File: src/rtl/frame_luma_gate.sv
// frame_luma_gate
// Whole-frame luma statistics. Accumulates gray_i over de_i pixels, closes the
// frame on the rising edge of vs_i, and divides sum by count with an 8-step
// restoring divider. The frame mean drives a multi-frame hysteresis that
// produces a frame-stable "scene is bright" flag.
// Optional per-frame min/max outputs are built when LUMA_MINMAX_EN is defined.
//
// state     | meaning
// ----------+-----------------------------------------------------------
// ST_ACCUM  | idle; only the pixel accumulators run
// ST_DIV    | restoring division, one quotient bit per cycle, MSB first
// ST_UPDATE | result cycle; outputs show the committed frame result
//
// The accumulators run in every state, so the next frame is collected while
// the previous one is being divided.
module frame_luma_gate #(
   parameter int HP      = 1920,
   parameter int VP      = 1080,
   parameter int THR_HI  = 160,
   parameter int THR_LO  = 96,
   parameter int NFRAMES = 4
) (
   input  logic       clk_i,
   input  logic       rst_ni,
   input  logic       vs_i,
   input  logic       de_i,
   input  logic [7:0] gray_i,
   output logic [7:0] mean_o,
   output logic       mean_valid_o,
   output logic       bright_o,
   output logic       geom_err_o,
   output logic       overrun_o
`ifdef LUMA_MINMAX_EN
   ,
   output logic [7:0] min_o,
   output logic [7:0] max_o
`endif
);

   localparam int NPIX = HP * VP;
   localparam int SW   = $clog2(NPIX * 255 + 1);
   localparam int CW   = $clog2(NPIX + 1);
   // Divider datapath is wide enough to hold the divisor shifted left by 8.
   localparam int DW   = SW + 8;

   localparam logic [CW-1:0] NPIX_C   = CW'(NPIX);
   localparam logic [7:0]    THR_HI_C = 8'(THR_HI);
   localparam logic [7:0]    THR_LO_C = 8'(THR_LO);
   localparam logic [3:0]    NFR_C    = 4'(NFRAMES);

   typedef enum logic [1:0] {
      ST_ACCUM  = 2'd0,
      ST_DIV    = 2'd1,
      ST_UPDATE = 2'd2
   } state_t;

   state_t r_state;
   state_t w_state_nxt;

   logic          r_vs_q;
   logic          w_frame_end;

   logic [SW-1:0] r_sum;
   logic [SW:0]   w_sum_ext;
   logic [SW-1:0] w_sum_inc;
   logic [CW-1:0] r_cnt;
   logic [CW:0]   w_cnt_ext;
   logic [CW-1:0] w_cnt_inc;

   logic [SW-1:0] r_rem;
   logic [CW-1:0] r_div;
   logic [7:0]    r_q;
   logic [2:0]    r_step;
   logic          r_qsat;
   logic          w_sat_chk;
   logic [DW-1:0] w_shifted;
   logic          w_fit;
   logic [7:0]    w_q_nxt;
   logic [7:0]    w_mean;

   logic          w_load;
   logic          w_commit_div;
   logic          w_commit_zero;
   logic          w_busy;
   logic          w_qualify;
   logic [3:0]    r_streak;

   assign w_frame_end = vs_i & ~r_vs_q;
   assign w_busy      = (r_state != ST_ACCUM);

   // Saturating next values of the running sum and pixel count.
   assign w_sum_ext = {1'b0, r_sum} + {{(SW-7){1'b0}}, gray_i};
   assign w_cnt_ext = {1'b0, r_cnt} + {{CW{1'b0}}, 1'b1};

   always_comb begin
      w_sum_inc = r_sum;
      w_cnt_inc = r_cnt;
      if (de_i) begin
         w_sum_inc = w_sum_ext[SW] ? {SW{1'b1}} : w_sum_ext[SW-1:0];
         w_cnt_inc = w_cnt_ext[CW] ? {CW{1'b1}} : w_cnt_ext[CW-1:0];
      end
   end

   // A quotient of 256 or more is only reachable once the counters saturate;
   // it is flagged at snapshot time and clamped to 255.
   assign w_sat_chk = ({8'd0, w_sum_inc} >= ({{(DW-CW){1'b0}}, w_cnt_inc} << 8));

   // One restoring step: try to subtract divisor << step from the remainder.
   assign w_shifted = {{(DW-CW){1'b0}}, r_div} << r_step;
   assign w_fit     = ({8'd0, r_rem} >= w_shifted);
   assign w_q_nxt   = r_q | (w_fit ? (8'd1 << r_step) : 8'd0);
   assign w_mean    = r_qsat ? 8'hFF : w_q_nxt;

   assign w_qualify = bright_o ? (w_mean <= THR_LO_C) : (w_mean >= THR_HI_C);

   // Frame-end edge detector on vs_i.
   always_ff @(posedge clk_i or negedge rst_ni) begin
      if (!rst_ni) begin
         r_vs_q <= 1'b0;
      end else begin
         r_vs_q <= vs_i;
      end
   end

   // Pixel accumulators; cleared at frame end after the snapshot.
   always_ff @(posedge clk_i or negedge rst_ni) begin
      if (!rst_ni) begin
         r_sum <= '0;
         r_cnt <= '0;
      end else if (w_frame_end) begin
         r_sum <= '0;
         r_cnt <= '0;
      end else begin
         r_sum <= w_sum_inc;
         r_cnt <= w_cnt_inc;
      end
   end

   // FSM state register.
   always_ff @(posedge clk_i or negedge rst_ni) begin
      if (!rst_ni) begin
         r_state <= ST_ACCUM;
      end else begin
         r_state <= w_state_nxt;
      end
   end

   // FSM next state; a frame end in any state restarts the divider.
   always_comb begin
      w_state_nxt   = r_state;
      w_load        = 1'b0;
      w_commit_div  = 1'b0;
      w_commit_zero = 1'b0;
      if (w_frame_end) begin
         w_load = 1'b1;
         if (w_cnt_inc == '0) begin
            w_state_nxt   = ST_UPDATE;
            w_commit_zero = 1'b1;
         end else begin
            w_state_nxt = ST_DIV;
         end
      end else begin
         case (r_state)
            ST_ACCUM: w_state_nxt = ST_ACCUM;
            ST_DIV: begin
               if (r_step == 3'd0) begin
                  w_state_nxt  = ST_UPDATE;
                  w_commit_div = 1'b1;
               end
            end
            ST_UPDATE: w_state_nxt = ST_ACCUM;
            default:   w_state_nxt = ST_ACCUM;
         endcase
      end
   end

   // Divider: snapshot at frame end, then one quotient bit per DIV cycle.
   always_ff @(posedge clk_i or negedge rst_ni) begin
      if (!rst_ni) begin
         r_rem  <= '0;
         r_div  <= '0;
         r_q    <= '0;
         r_step <= '0;
         r_qsat <= 1'b0;
      end else if (w_load) begin
         r_rem  <= w_sum_inc;
         r_div  <= w_cnt_inc;
         r_q    <= '0;
         r_step <= 3'd7;
         r_qsat <= w_sat_chk;
      end else if (r_state == ST_DIV) begin
         if (w_fit) begin
            r_rem <= r_rem - w_shifted[SW-1:0];
         end
         r_q    <= w_q_nxt;
         r_step <= r_step - 3'd1;
      end
   end

   // Result commit, geometry check and bright hysteresis.
   always_ff @(posedge clk_i or negedge rst_ni) begin
      if (!rst_ni) begin
         mean_o       <= '0;
         mean_valid_o <= 1'b0;
         geom_err_o   <= 1'b0;
         bright_o     <= 1'b0;
         r_streak     <= '0;
      end else begin
         mean_valid_o <= 1'b0;
         geom_err_o   <= 1'b0;
         if (w_commit_div) begin
            mean_o       <= w_mean;
            mean_valid_o <= 1'b1;
            if (r_div != NPIX_C) begin
               geom_err_o <= 1'b1;
            end else if (w_qualify) begin
               if (r_streak + 4'd1 == NFR_C) begin
                  bright_o <= ~bright_o;
                  r_streak <= '0;
               end else begin
                  r_streak <= r_streak + 4'd1;
               end
            end else begin
               r_streak <= '0;
            end
         end else if (w_commit_zero) begin
            geom_err_o <= 1'b1;
         end
      end
   end

   // Sticky flag: a frame closed while the previous result was still pending.
   always_ff @(posedge clk_i or negedge rst_ni) begin
      if (!rst_ni) begin
         overrun_o <= 1'b0;
      end else if (w_frame_end && w_busy) begin
         overrun_o <= 1'b1;
      end
   end

`ifdef LUMA_MINMAX_EN
   logic [7:0] r_min;
   logic [7:0] r_max;
   logic [7:0] w_min_inc;
   logic [7:0] w_max_inc;
   logic [7:0] r_min_snap;
   logic [7:0] r_max_snap;

   assign w_min_inc = (de_i && (gray_i < r_min)) ? gray_i : r_min;
   assign w_max_inc = (de_i && (gray_i > r_max)) ? gray_i : r_max;

   // Per-frame min/max trackers, re-armed at every frame end.
   always_ff @(posedge clk_i or negedge rst_ni) begin
      if (!rst_ni) begin
         r_min <= 8'hFF;
         r_max <= 8'h00;
      end else if (w_frame_end) begin
         r_min <= 8'hFF;
         r_max <= 8'h00;
      end else begin
         r_min <= w_min_inc;
         r_max <= w_max_inc;
      end
   end

   // Hold the closed frame's extremes while the divider runs.
   always_ff @(posedge clk_i or negedge rst_ni) begin
      if (!rst_ni) begin
         r_min_snap <= '0;
         r_max_snap <= '0;
      end else if (w_load) begin
         r_min_snap <= w_min_inc;
         r_max_snap <= w_max_inc;
      end
   end

   // Publish min/max together with the frame result.
   always_ff @(posedge clk_i or negedge rst_ni) begin
      if (!rst_ni) begin
         min_o <= '0;
         max_o <= '0;
      end else if (w_commit_div) begin
         min_o <= r_min_snap;
         max_o <= r_max_snap;
      end else if (w_commit_zero) begin
         min_o <= w_min_inc;
         max_o <= w_max_inc;
      end
   end
`endif

endmodule

File: config.mk
export PLATFORM = sky130hd
export DESIGN_NAME = frame_luma_gate
export DESIGN_NICKNAME = d
export VERILOG_FILES = /design/src/rtl/frame_luma_gate.sv
export SDC_FILE = /design/constraint.sdc
export NUM_CORES = 1
export LEC_CHECK = 0
export CAP_MARGIN = 5
export CORE_UTILIZATION = 34
export CTS_BUF_LIST = sky130_fd_sc_hd__clkbuf_4 sky130_fd_sc_hd__clkbuf_8
export DETAILED_ROUTE_END_ITERATION = 8
export PLACE_DENSITY = 0.57
export SETUP_SLACK_MARGIN = 0.2
export SKIP_CTS_REPAIR_TIMING = 1
export SLEW_MARGIN = 15
export SYNTH_ARGS = -nofsm -noshare
export SYNTH_HDL_FRONTEND = slang
export SYNTH_SLANG_ARGS = --single-unit
File: constraint.sdc
create_clock -name clk_i -period 5.2 [get_ports clk_i]
set_input_delay 1.04 -clock clk_i [delete_from_list [all_inputs] [get_ports clk_i]]
set_output_delay 1.04 -clock clk_i [all_outputs]
set_load 0.01 [all_outputs]
==> flow_summary.yaml, run 1 <==
clock_network:
  cts_root_buffer: "clkbuf_8"
  cts_tree: "yes"
  clockBufferDepth: 2
  cts.clk_slew.worst_paths_ns: 0.09
  cts_max_level: 4
  numCtsBuffers: 17
  cts_sinks: 131
  clk_latency_ns: 0.45
logic_synthesis:
  synth_area_leaders: "dfrtp_1, ha_1, nor2_1"
  syn-instance-count: 1085
  seq_area_frac_synth_pct: 35.0
  syn_area_um2: 9360
  yosysTopAreaCellShare_pct: 35.0
  postSynthAreaPerCell_um2: 8.63
  yosysWarnings: 0
  synth_edf_count: 0
  ys_async_sr_fraction_pct: 100
  synth_largest_area_cell: "dfrtp_1"
  synthFlopType: "dfrtp_1"
  synthDistinctLibCells: 82
  synth_nets: 1163
  synth_seq_cells: 131
layout:
  num_antenna_cells: 0
  design.final.nets: 1183
  final_cell_mix: "nor2_1, dfrtp_1, nand2_1"
  drive_gt1_share_pct: 10.2
  final_util_pct: 38.9
  final_common_cell: "nor2_1"
  syn2layout_area_growth_pct: 12.0
  instances_no_fill: 1458
route:
  num_vias: 8093
  final_antenna_net_count: 0
  wl_um: 26700
  vias_per_cell: 5.55
  drc: 0
  drt-wirelength-per-cell_um: 18.3
  drt_iter0_drc: 549
  firstDrtPassIters: 5
setup_path:
  path_delay_family: "simple AND/OR/NAND/NOR gates"
  crit_path_start_kind: "flip-flop"
  end_kind: "flip-flop"
  max_stage_delay_ns: 0.83
  worst_path_max_delay_cell: "dfrtp_1"
  path_cells: "mux4_2, mux2i_1, ha_1, and4_1, and3_1, nand4_2, o31ai_2, o21ai_2, buf_12, nor2_1, nand3_1, o211ai_1"
  cp_num_buf_inv: 1
  cp_max_fo: 44
  required_ns: 5.56
  critPathArrivalTime_ns: 4.80
  crit_type: "flip-flop to flip-flop"
min_path:
  hold_class: "flip-flop to flip-flop"
die:
  core_area_um2: 27000
  die_w_um: 168
  rows: 60
  die_h_um: 168
  ios: 24
  die_area_um2: 28200
  start_util_pct: 34.7
power:
  power.density_nw_per_um2: 533
  p_comb_share_pct: 56.8
  p_int_w: 0.00310
  clkPwrFrac_pct: 17.4
  peakVddDrop_v: 0.000185
  switching_share_pct: 44.5
  switchingPower_w: 0.00249
  leakage_nw: 4.75
  seqPwrFrac_pct: 25.7
global_routing:
  grt_max_degree: 94
  grt_first_pass_wirelength_um: 43100
  grt_pass1_vias: 7845
  antenna_found_initial: 0
  grt_usage_pct: 19.6
  grt_overflow: 0
place:
  io_buffers: 23
  gp_congestion: 0.875
  placed_cells: 1427
  pre_cts_ws_ns: 0.320
  dpl.hpwl_um: 19800
sta:
  fin_crit_sh_pct: 85.4
  clock.fmax_mhz: 225
  max-slew-margin-rel_pct: 35.6
  fin_ws_ns: 0.761
  worst_pin_slew_ns: 0.960
  finalMaxSlewViolations: 0
  setup_violations: 0
  setup_tns_ns: 0
  post-route-min-period_ns: 4.44
  hold_viol: 0
  rsz0062_at_grt: "false"
  fin_skew_ns: 0.0157
run_status:
  status: "finished, final reports clean"
flow_run:
  cap_violations: 0
-- cells by family after synthesis --
kind of cell	share of synthesized area [%]
adders and majority gates	8.98
buffers and inverters	3.46
muxes	6.40
xor gates and xnor gates	4.30
AOI/OAI and AO/OA	19.3
and+or+nand+nor	22.6
DFF	35.0
-- routing by layer --
layer / track usage [%] / vias up / wire length [µm]
met1: 27.8 / 3922 / 13000
met2: 31.0 / 179 / 12300
met4: 5.62 / 0 / 427
met5: 0 / - / 0
li1: - / 3967 / -
met3: 2.80 / 25 / 992
-- per-stage QoR --
step           total power [W]  hold WS (ns)  cell area, µm²
3_3_place_gp           0.00457         0.473           10100
4_1_cts                0.00559         0.494           10500
5_1_grt                0.00607         0.519           10500
3_5_place_dp           0.00459         0.474           10100
6_report               0.00559         0.487           10500
2_1_floorplan          0.00382         0.464            9360
-- flip-flops by register name, summed over array words and instances, names as in the netlist, 2 cells and up --
signal	count
mean_o	8
r_rem	29
r_cnt	21
r_streak	4
r_state	2
r_sum	29
r_div	21
r_q	8
r_step	3
-- power groups by stage --
stage | Combinational (W) | Clock [W] | Sequential (W)
detailed placement | 0.00314 | 0 | 0.00145
global placement | 0.00312 | 0 | 0.00145
finish | 0.00318 | 0.000975 | 0.00144
global route | 0.00356 | 0.00104 | 0.00147
floorplan | 0.00243 | 0 | 0.00139
CTS | 0.00316 | 0.000992 | 0.00144
-- worst paths after layout --
check	from	slack, ns	cells past startpoint	to
setup / recovery	r_step[0]	0.76	12	r_rem[3]
hold / removal	overrun_o	0.49	1	overrun_o
setup reg to reg	r_step[0]	0.76	12	r_rem[3]
hold reg to reg	overrun_o	0.49	1	overrun_o
max in group asynchronous	rst_ni	3.38	2	r_rem[23]
min in group asynchronous	rst_ni	0.63	1	r_rem[9]
-- cells in the mapped netlist (all sizes together) (23+ instances only) --
cell type	number
dfrtp	131
o21ai	69
nand2	111
nor2	141
nand4	23
mux2i	28
xor2	28
a21oi	72
ha	64
inv	34
nor3	27
nand3	56
clkbuf	38
-- final cells by class --
| type | count | area [µm²] |
|---|---|---|
| well taps | 341 | 427 |
| clock buffers | 18 | 241 |
| fillers | 2748 | 16500 |
| clock inverters | 13 | 185 |
| repair buffers | 50 | 459 |
| inverters | 34 | 128 |
| flip-flops and latches | 131 | 3280 |
| multi-input cells | 871 | 5770 |
Power figures use the tool's default switching activity.
==> run 2: changes to the inputs <==
--- a/config.mk
+++ b/config.mk
@@ -6,10 +6,12 @@
 export NUM_CORES = 1
 export LEC_CHECK = 0
 export CAP_MARGIN = 5
+export CELL_PAD_IN_SITES_DETAIL_PLACEMENT = 1
+export CELL_PAD_IN_SITES_GLOBAL_PLACEMENT = 2
 export CORE_UTILIZATION = 34
 export CTS_BUF_LIST = sky130_fd_sc_hd__clkbuf_4 sky130_fd_sc_hd__clkbuf_8
 export DETAILED_ROUTE_END_ITERATION = 8
-export PLACE_DENSITY = 0.57
+export PLACE_DENSITY = 0.79
 export SETUP_SLACK_MARGIN = 0.2
 export SKIP_CTS_REPAIR_TIMING = 1
 export SLEW_MARGIN = 15
==> run 2 against run 1 <==
  * Critical path depth shrank 1
  * Sequential share of layout area is essentially flat
  * Register-to-register slack lost 0.07 ns
  * Critical path type unchanged
  * Wire length grew 14%
  * Design area is essentially flat
  * Combinational power grew 3%
==> flow_summary.yaml, run 2 (synthesized netlist as in run 1, its figures left out) <==
clock_network:
  clockBufferDepth: 2
  cts_root_buffer: "clkbuf_8"
  numCtsBuffers: 17
  cts_sinks: 131
  cts_tree: "yes"
  clk_latency_ns: 0.47
  cts.clk_slew.worst_paths_ns: 0.08
  cts_max_level: 4
global_routing:
  antenna_found_initial: 0
  grt_pass1_vias: 8576
  grt_usage_pct: 22.6
  grt_max_degree: 64
  grt_overflow: 0
  grt_first_pass_wirelength_um: 49000
route:
  drt-wirelength-per-cell_um: 20.9
  num_vias: 8261
  firstDrtPassIters: 4
  vias_per_cell: 5.66
  drc: 0
  final_antenna_net_count: 0
  drt_iter0_drc: 500
  wl_um: 30500
layout:
  seq_area_um2: 3280
  multi_input_area_um2: 5780
  instances_no_fill: 1460
  syn2layout_area_growth_pct: 12.0
  final_common_cell: "nor2_1"
  final_cell_mix: "nor2_1, dfrtp_1, nand2_1"
  final_util_pct: 38.9
  design.final.nets: 1185
  reg_top3: "r_rem (29), r_sum (29)"
  drive_gt1_share_pct: 10.4
  num_antenna_cells: 0
  fillers: 3210
die:
  die_w_um: 168
  die_area_um2: 28200
  rows: 60
  ios: 24
  core_area_um2: 27000
  die_h_um: 168
  start_util_pct: 34.7
min_path:
  hold_class: "flip-flop to flip-flop"
setup_path:
  end_kind: "flip-flop"
  required_ns: 5.55
  worst_path_max_delay_cell: "dfrtp_1"
  crit_type: "flip-flop to flip-flop"
  path_delay_family: "simple AND/OR/NAND/NOR gates"
  max_stage_delay_ns: 0.80
  cp_max_fo: 14
  crit_path_start_kind: "flip-flop"
  path_cells: "mux4_2, mux2i_1, ha_1, and3_1, and4_4, nand4_2, o31ai_2, o21ai_4, nor2_1, nand2_1, o211ai_1"
  critPathArrivalTime_ns: 4.86
  cp_num_buf_inv: 0
  regToRegSetupSlack_ns: 0.69
sta:
  finalMaxSlewViolations: 0
  hold_viol: 0
  worst_pin_slew_ns: 1.03
  setup_tns_ns: 0
  rsz0062_at_grt: "false"
  clock.fmax_mhz: 222
  holdWs_ns: 0.488
  max-slew-margin-rel_pct: 31.1
  fin_skew_ns: 0.0171
  fin_crit_sh_pct: 86.8
  setup_violations: 0
  post-route-min-period_ns: 4.51
run_status:
  status: "finished, final reports clean"
place:
  io_buffers: 23
  gp_congestion: 0.882
  placed_cells: 1429
  dpl.hpwl_um: 23000
power:
  power.density_nw_per_um2: 544
  leakage_nw: 4.75
  peakVddDrop_v: 0.000214
flow_run:
  cap_violations: 0
## run 2: metal layers
metal	part of all wire, %	vias up	track usage [%]	routed length [µm]
li1	-	3966	-	-
met1	49	4143	31.4	15000
met2	46	118	36.6	14000
met3	2.8	34	2.99	840
met4	2.0	0	6.62	606
met5	0	-	0	0
## run 2: worst register-to-register path, delay by kind of cell, from the launching register on
kind,cells,cell delay (ns)
AO/OA/AOI/OAI,3,0.89
adder cells (fa/ha/maj),1,0.28
AND/OR/NAND/NOR,5,1.52
multiplexers,2,0.90
flip-flops,1,0.80
## run 2: report_power, final
group / switching, W / internal (W)
combinational: 0.00194 / 0.00134
clock: 0.000468 / 0.000498
sequential: 0.000210 / 0.00124
## run 2: stage by stage
stage	area, µm²	total power [W]	setup WS (ns)
after floorplan	9360	0.00382	0.963
after global placement	10100	0.00467	0.395
after detailed placement	10100	0.00472	0.260
after CTS	10500	0.00572	0.654
after global routing	10500	0.00617	0.412
final	10500	0.00571	0.688
## run 2: worst paths after layout
kind                            from         to  cells past startpoint
min in group asynchronous     rst_ni   r_rem[7]                      1
max in group asynchronous     rst_ni  r_rem[18]                      2
setup reg to reg           r_step[0]  r_rem[18]                     11
hold reg to reg            overrun_o  overrun_o                      1
hold / removal             overrun_o  overrun_o                      1
setup / recovery           r_step[0]  r_rem[18]                     11
## run 2: area by class of cell
| type | instances | share of cell area (%) |
|---|---|---|
| inverters | 34 | 1.22 |
| clock buffers | 19 | 2.49 |
| flip-flops and latches | 131 | 31.3 |
| repair buffers | 52 | 4.40 |
| clock inverters | 12 | 1.49 |
| multi-input cells | 871 | 55.1 |
| well taps | 341 | 4.07 |
==> variant 1, RTL diff (settings of run 2) <==
Encoding of `state_t`: now one-hot (3 bits for 3 states).
--- a/src/rtl/frame_luma_gate.sv
+++ b/src/rtl/frame_luma_gate.sv
@@ -48,10 +48,10 @@
    localparam logic [7:0]    THR_LO_C = 8'(THR_LO);
    localparam logic [3:0]    NFR_C    = 4'(NFRAMES);
 
-   typedef enum logic [1:0] {
-      ST_ACCUM  = 2'd0,
-      ST_DIV    = 2'd1,
-      ST_UPDATE = 2'd2
+   typedef enum logic [2:0] {
+      ST_ACCUM  = 3'b001,
+      ST_DIV    = 3'b010,
+      ST_UPDATE = 3'b100
    } state_t;
 
    state_t r_state;
Formal check against the unedited RTL: no difference found for any inputs over 10 cycles, from zero or initial values and one cycle with rst_ni low; not proved beyond that.
==> variant 1 against run 2 <==
Worst setup slack worse by 0.19 ns; power shrank 29%; design area grew 3.6%; critical path type is now input port to flop; non-clock buffer count up 11; wire length down 3.6%; highest routed layer unchanged; first-iteration DRC count is 8.0% lower; critical endpoint is now r_qsat$_DFFE_PN0P_; sequential cell count grew 1; sequential share of layout area shrank 0.83 points; largest power group unchanged; area after synthesis increased by 3.3%; critical path depth rose by 8.
==> variant 1: results (changes against run 2) <==
Outcome
  • Status: finished, final reports clean

CTS
  • Clk buf depth: 2 (unchanged)
  • Clk_lat worst skew: 0.48 ns
  • Root Buffer: clkbuf_8
  • CTS H-tree depth: 4 (unchanged)
  • TritonCTS Buffers: 17 (unchanged)
  • Clock-pin slew on the worst setup and hold paths: 0.11 ns (+0.03 ns)

Logic synthesis
  • Dominant cells by area after synthesis: dfrtp_1 34%, ha_1 8.4%, nor2_1 6.0%
  • Most frequent cells after synthesis: 155 x nor2_1, 131 x dfrtp_1, 107 x nand2_1
  • Netlist cell types: 95 (+16%)
  • Register area share after synthesis: 0.3418 (-0.008388)
  • Fraction of the mapped netlist area in compound gates: 0.1751 (-0.01750)
  • Yosys warnings: 0 (unchanged)
  • Syn Nets: 1,192 (+2.5%)
  • Mux cell area share after synthesis: 0.06614 (+0.002111)
  • Cell count after synthesis: 1,113 (+2.6%)
  • Synth Area in Adders: 0.08827 (-0.001554)
  • XOR/XNOR Fraction of Synth Area: 0.05164 (+0.008601)
  • Synth async-reset ratio: 1.000 (unchanged)
  • Ys flop type: dfrtp_1

Route
  • Routed WL per cell: 19.16 um (-8.2%)
  • 1st-iter DRT viols: 460 (-8.0%)
  • First-pass DRT Iterations: 5 (+1)
  • Via count: 8,329 (+0.82%)

Setup path
  • FF-to-FF End: r_rem[0]$_DFFE_PN0P_
  • Worst R2R Path Depth: 15 (+4)
  • CP endpoint: r_qsat$_DFFE_PN0P_
  • R2R setup slack: 0.63 ns (-0.06 ns)
  • Worst-path maximum fanout: 8 (-6)
  • Worst path required time: 5.55 ns (about the same)
  • Reg-to-Reg Start: r_step[1]$_DFFE_PN0N_
  • Crit path from: gray_i[1]

Power and ir drop
  • Max IR drop VDD: 0.1371 mV (-36%)
  • Leakage: 4.879 nW (+2.7%)

Global route
  • Largest net degree at the start of global routing: 95 (+48%)
  • Met3 Use GR: 0.03007 (+0.0002175)
  • First-pass GRT wire length: 47,730 um (-2.7%)
  • Antenna violations before repair: 0 (unchanged)
  • M1 GR Usage: 0.2982 (-0.01586)
  • Number of global-route vias before repair: 8,525 (-0.59%)
  • GR Util met2: 0.3434 (-0.02219)
  • Overall routing resource usage: 0.2145 (-0.01146)

Placed design
  • Final GP Congestion: 0.8309 (-5.8%)
  • Hpwl dp: 22,060 um (-4.1%)
  • Post-DP Area: 10,410 um2 (+3.4%)
  • Number of port buffers: 23 (unchanged)

Worst hold path
  • Hold Path Origin: mean_o[5]$_DFFE_PN0P_
  • Min-Delay Endpoint: mean_o[5]$_DFFE_PN0P_
  • Worst Hold Class: flop to flop
  • Worst Hold Depth: 2 (+1)

Timing
  • Final Skew: 0.02502 ns (+0.007920 ns)
  • Slew @ Worst Pin: 0.9820 ns (-0.04558 ns)

Layout
  • Layout cells sized above 1: 0.1195 (+0.01582)
  • Non-Filler Instances: 1,533 (+5.0%)
  • Biggest regs: r_rem (29), r_sum (29)
  • Inserted Diodes: 0 (unchanged)
[variant 1: power by group]
group / internal, mW / switching (mW)
clock network: 0.407 / 0.522
logic: 0.786 / 1.06
registers: 1.14 / 0.116
[variant 1: stage by stage]
stage                      TNS, ns    util  hold slack (ns)  total power, mW  setup WS (ns)
after global routing             0  0.3899           0.5286            4.329         0.1921
after global placement    -0.04160  0.3737           0.4685            3.075       -0.04160
after floorplan                  0       -           0.4635            2.668         0.7785
final                            0  0.3899           0.4925            4.031         0.4961
after CTS                        0  0.3887           0.5001            4.058         0.3667
after detailed placement   -0.1205  0.3737           0.4738            3.096        -0.1205
[variant 1: cells by family after synthesis]
| family | count (synthesis) |
|---|---|
| AO/OA/AOI/OAI | 257 |
| XOR/XNOR | 57 |
| adder cells (fa/ha/maj) | 67 |
| buffers and inverters | 86 |
| flip-flops | 132 |
| multiplexers | 48 |
| AND/OR/NAND/NOR | 466 |
[variant 1: critical path: stages]
cell,delay [ns]
clkdlybuf4s50_1,0.42
ha_1,0.32
a211oi_1,0.33
nor2_2,0.10
o221ai_1,0.26
a211o_1,0.26
or2_1,0.37
nor2_1,0.14
nand3_1,0.12
mux2i_1,0.27
inv_1,0.11
ha_1,0.19
a21o_1,0.15
a21o_1,0.17
a21oi_1,0.15
o21ai_0,0.11
a221o_1,0.33
a21oi_1,0.11
o21ai_0,0.09
[variant 1: cell type report]
cell class	count	area (um2)
multi-input cells	895	5996
inverters	33	123.9
repair buffers	63	544.3
fillers	3303	17000
flip-flops and latches	132	3304
clock buffers	17	234.0
well taps	378	473.0
clock inverters	15	185.2
[variant 1: metal layers]
layer,routed length [um],vias to the layer above
met1,14340,4115
met2,13580,130
met3,824,36
li1,-,4048
met5,0,-
met4,623,0
==> variant 2, RTL diff (settings of run 2) <==
Without the edit above. Set the parameter `THR_LO` to 64 (it was 96).
--- a/src/rtl/frame_luma_gate.sv
+++ b/src/rtl/frame_luma_gate.sv
@@ -17,7 +17,7 @@
    parameter int HP      = 1920,
    parameter int VP      = 1080,
    parameter int THR_HI  = 160,
-   parameter int THR_LO  = 96,
+   parameter int THR_LO  = 64,
    parameter int NFRAMES = 4
 ) (
    input  logic       clk_i,
Check against the original RTL: no difference found for any inputs over 10 cycles, from zero or initial values and one cycle with rst_ni low; that may be too few to reach the edited logic, so the function may still have changed.
==> variant 2 against run 2 <==
Design area is 1.7% higher; sequential cell count stayed put; clock power is 6.2% lower; highest routed layer unchanged; area after synthesis is 0.21% higher; worst setup slack worse by 0.25 ns; power is 1.5% higher; wire length is 1.0% lower; largest cell class unchanged.
==> variant 2: results (changes against run 2) <==
Setup path
  • Slowest-stage cell, CP: a211oi_1
  • Slowest stage delay, CP: 0.56 ns (-0.24 ns)
  • Worst R2R Path Depth: 15 (+4)
  • R2R setup slack: 0.44 ns (-0.25 ns)
  • FF-to-FF End: r_rem[16]$_DFFE_PN0P_
  • Worst path arrival time: 5.05 ns (+0.19 ns)
  • Worst-path maximum fanout: 11 (-3)

Timing
  • Slew margin rel.: 0.4209 (+0.1101)
  • Final Skew: 0.01871 ns (+0.001610 ns)
  • Worst hold slack: 0.4799 ns (-0.007839 ns)

Layout
  • Final-stage net count: 1,216 (+2.6%)
  • Layout fillers: 3,213 (+0.093%)
  • Biggest regs: r_rem (29), r_sum (29)
  • Layout cells sized above 1: 0.1113 (+0.007640)

Worst hold path
  • Hold Path Origin: mean_o[4]$_DFFE_PN0P_
  • Worst Hold Depth: 2 (+1)
  • Min-Delay Endpoint: mean_o[4]$_DFFE_PN0P_
  • Worst Hold Class: flop to flop

Logic synthesis
  • Netlist cell types: 75 (-8.5%)
  • Ys flop type: dfrtp_1
  • Most frequent cells after synthesis: 142 x nor2_1, 131 x dfrtp_1, 113 x nand2_1
  • Register area share after synthesis: 0.3495 (-0.0007474)
  • Dominant cells by area after synthesis: dfrtp_1 35%, ha_1 8.7%, nor2_1 5.7%

Global route
  • First-pass GRT wire length: 48,300 um (-1.5%)
  • Largest net degree at the start of global routing: 88 (+38%)
  • Overall routing resource usage: 0.2217 (-0.004247)

Route
  • 1st-iter DRT viols: 564 (+13%)
  • Vias per cell: 5.573 (-1.5%)
  • Routed WL per cell: 20.23 um (-3.1%)

Power and ir drop
  • Max IR drop VDD: 0.2030 mV (-5.2%)
  • Leakage: 4.764 nW (+0.25%)

CTS
  • Clock-pin slew on the worst setup and hold paths: 0.10 ns (+0.02 ns)
  • Root Buffer: clkbuf_8
  • TritonCTS Buffers: 17 (unchanged)

Placed design
  • Hpwl dp: 23,190 um (+0.85%)
  • Final GP Congestion: 0.8735 (-0.97%)

Outcome
  • Status: finished, final reports clean
[variant 2: changes by cell type after synthesis, moves of 6 or more]
cell / run 2 / this run
xor2_1: 28 / 14
a21o_1: 20 / 9
xnor2_1: 18 / 45
o211ai_1: 12 / 4
nand4_1: 19 / 30
a211oi_1: 18 / 24
nand3_1: 56 / 45
[variant 2: layout make-up]
cell class              instances  area (um2)  share of cell area
multi-input cells             881        5822              0.5456
flip-flops and latches        131        3281              0.3075
repair buffers                 71       616.8             0.05781
well taps                     341       426.7             0.03999
clock buffers                  18       247.7             0.02322
clock inverters                14       145.1             0.01360
inverters                      35       131.4             0.01231
[variant 2: kinds of logic after synthesis]
logic type,synth area share
multiplexers,0.06909
AND/OR/NAND/NOR,0.2348
flip-flops,0.3495
adder cells (fa/ha/maj),0.09097
AO/OA/AOI/OAI,0.1663
buffers and inverters,0.03428
XOR/XNOR,0.05509
[variant 2: worst max path at each step]
stage                                from                    end  slack, ns  depth (start not counted)
finish              r_step[0]$_DFFE_PN0P_  r_rem[16]$_DFFE_PN0P_       0.44                         15
global placement                gray_i[0]     r_qsat$_DFFE_PN0P_       0.07                         22
floorplan                       gray_i[3]     r_qsat$_DFFE_PN0P_       0.48                         19
detailed placement              gray_i[0]     r_qsat$_DFFE_PN0P_       0.02                         22
global route        r_step[0]$_DFFE_PN0P_  r_rem[16]$_DFFE_PN0P_       0.19                         15
CTS                 r_step[0]$_DFFE_PN0P_  r_rem[16]$_DFFE_PN0P_       0.29                         15
[variant 2: critical path, delay by kind of cell (launching register included)]
| family | cells | cell delay [ns] |
|---|---|---|
| fa+ha+maj | 1 | 0.38 |
| compound gates | 6 | 1.84 |
| mux | 2 | 0.80 |
| simple gates | 3 | 0.33 |
| buf+inv | 3 | 0.68 |
| flops | 1 | 0.55 |
[variant 2: power breakdown]
group          internal, mW  switching [mW]  total [mW]
Clock                 0.406           0.500       0.906
Sequential             1.26           0.228        1.49
Combinational          1.43            1.96        3.40
Total                  3.10            2.69        5.79
[variant 2: per-layer routing]
| layer | vias up | global-route usage | part of all wire |
|---|---|---|---|
| li1 | 4042 | - | - |
| met1 | 4138 | 0.3163 | 0.49 |
| met2 | 114 | 0.3614 | 0.47 |
| met3 | 16 | 0.02891 | 0.032 |
| met4 | 0 | 0.04032 | 0.0073 |
| met5 | - | 0 | 0 |
[variant 2: stage by stage]
step / cells / cell area, um2 / power [mW] / utilization / setup WS, ns
after global placement: 1459 / 10250 / 4.812 / 0.3794 / 0.06625
final: 1491 / 10670 / 5.790 / 0.3948 / 0.4392
after CTS: 1491 / 10650 / 5.798 / 0.3940 / 0.2909
after detailed placement: 1459 / 10250 / 4.850 / 0.3794 / 0.01940
after global routing: 1491 / 10670 / 6.253 / 0.3948 / 0.1948
after floorplan: 1096 / 9380 / 3.831 / - / 0.4831
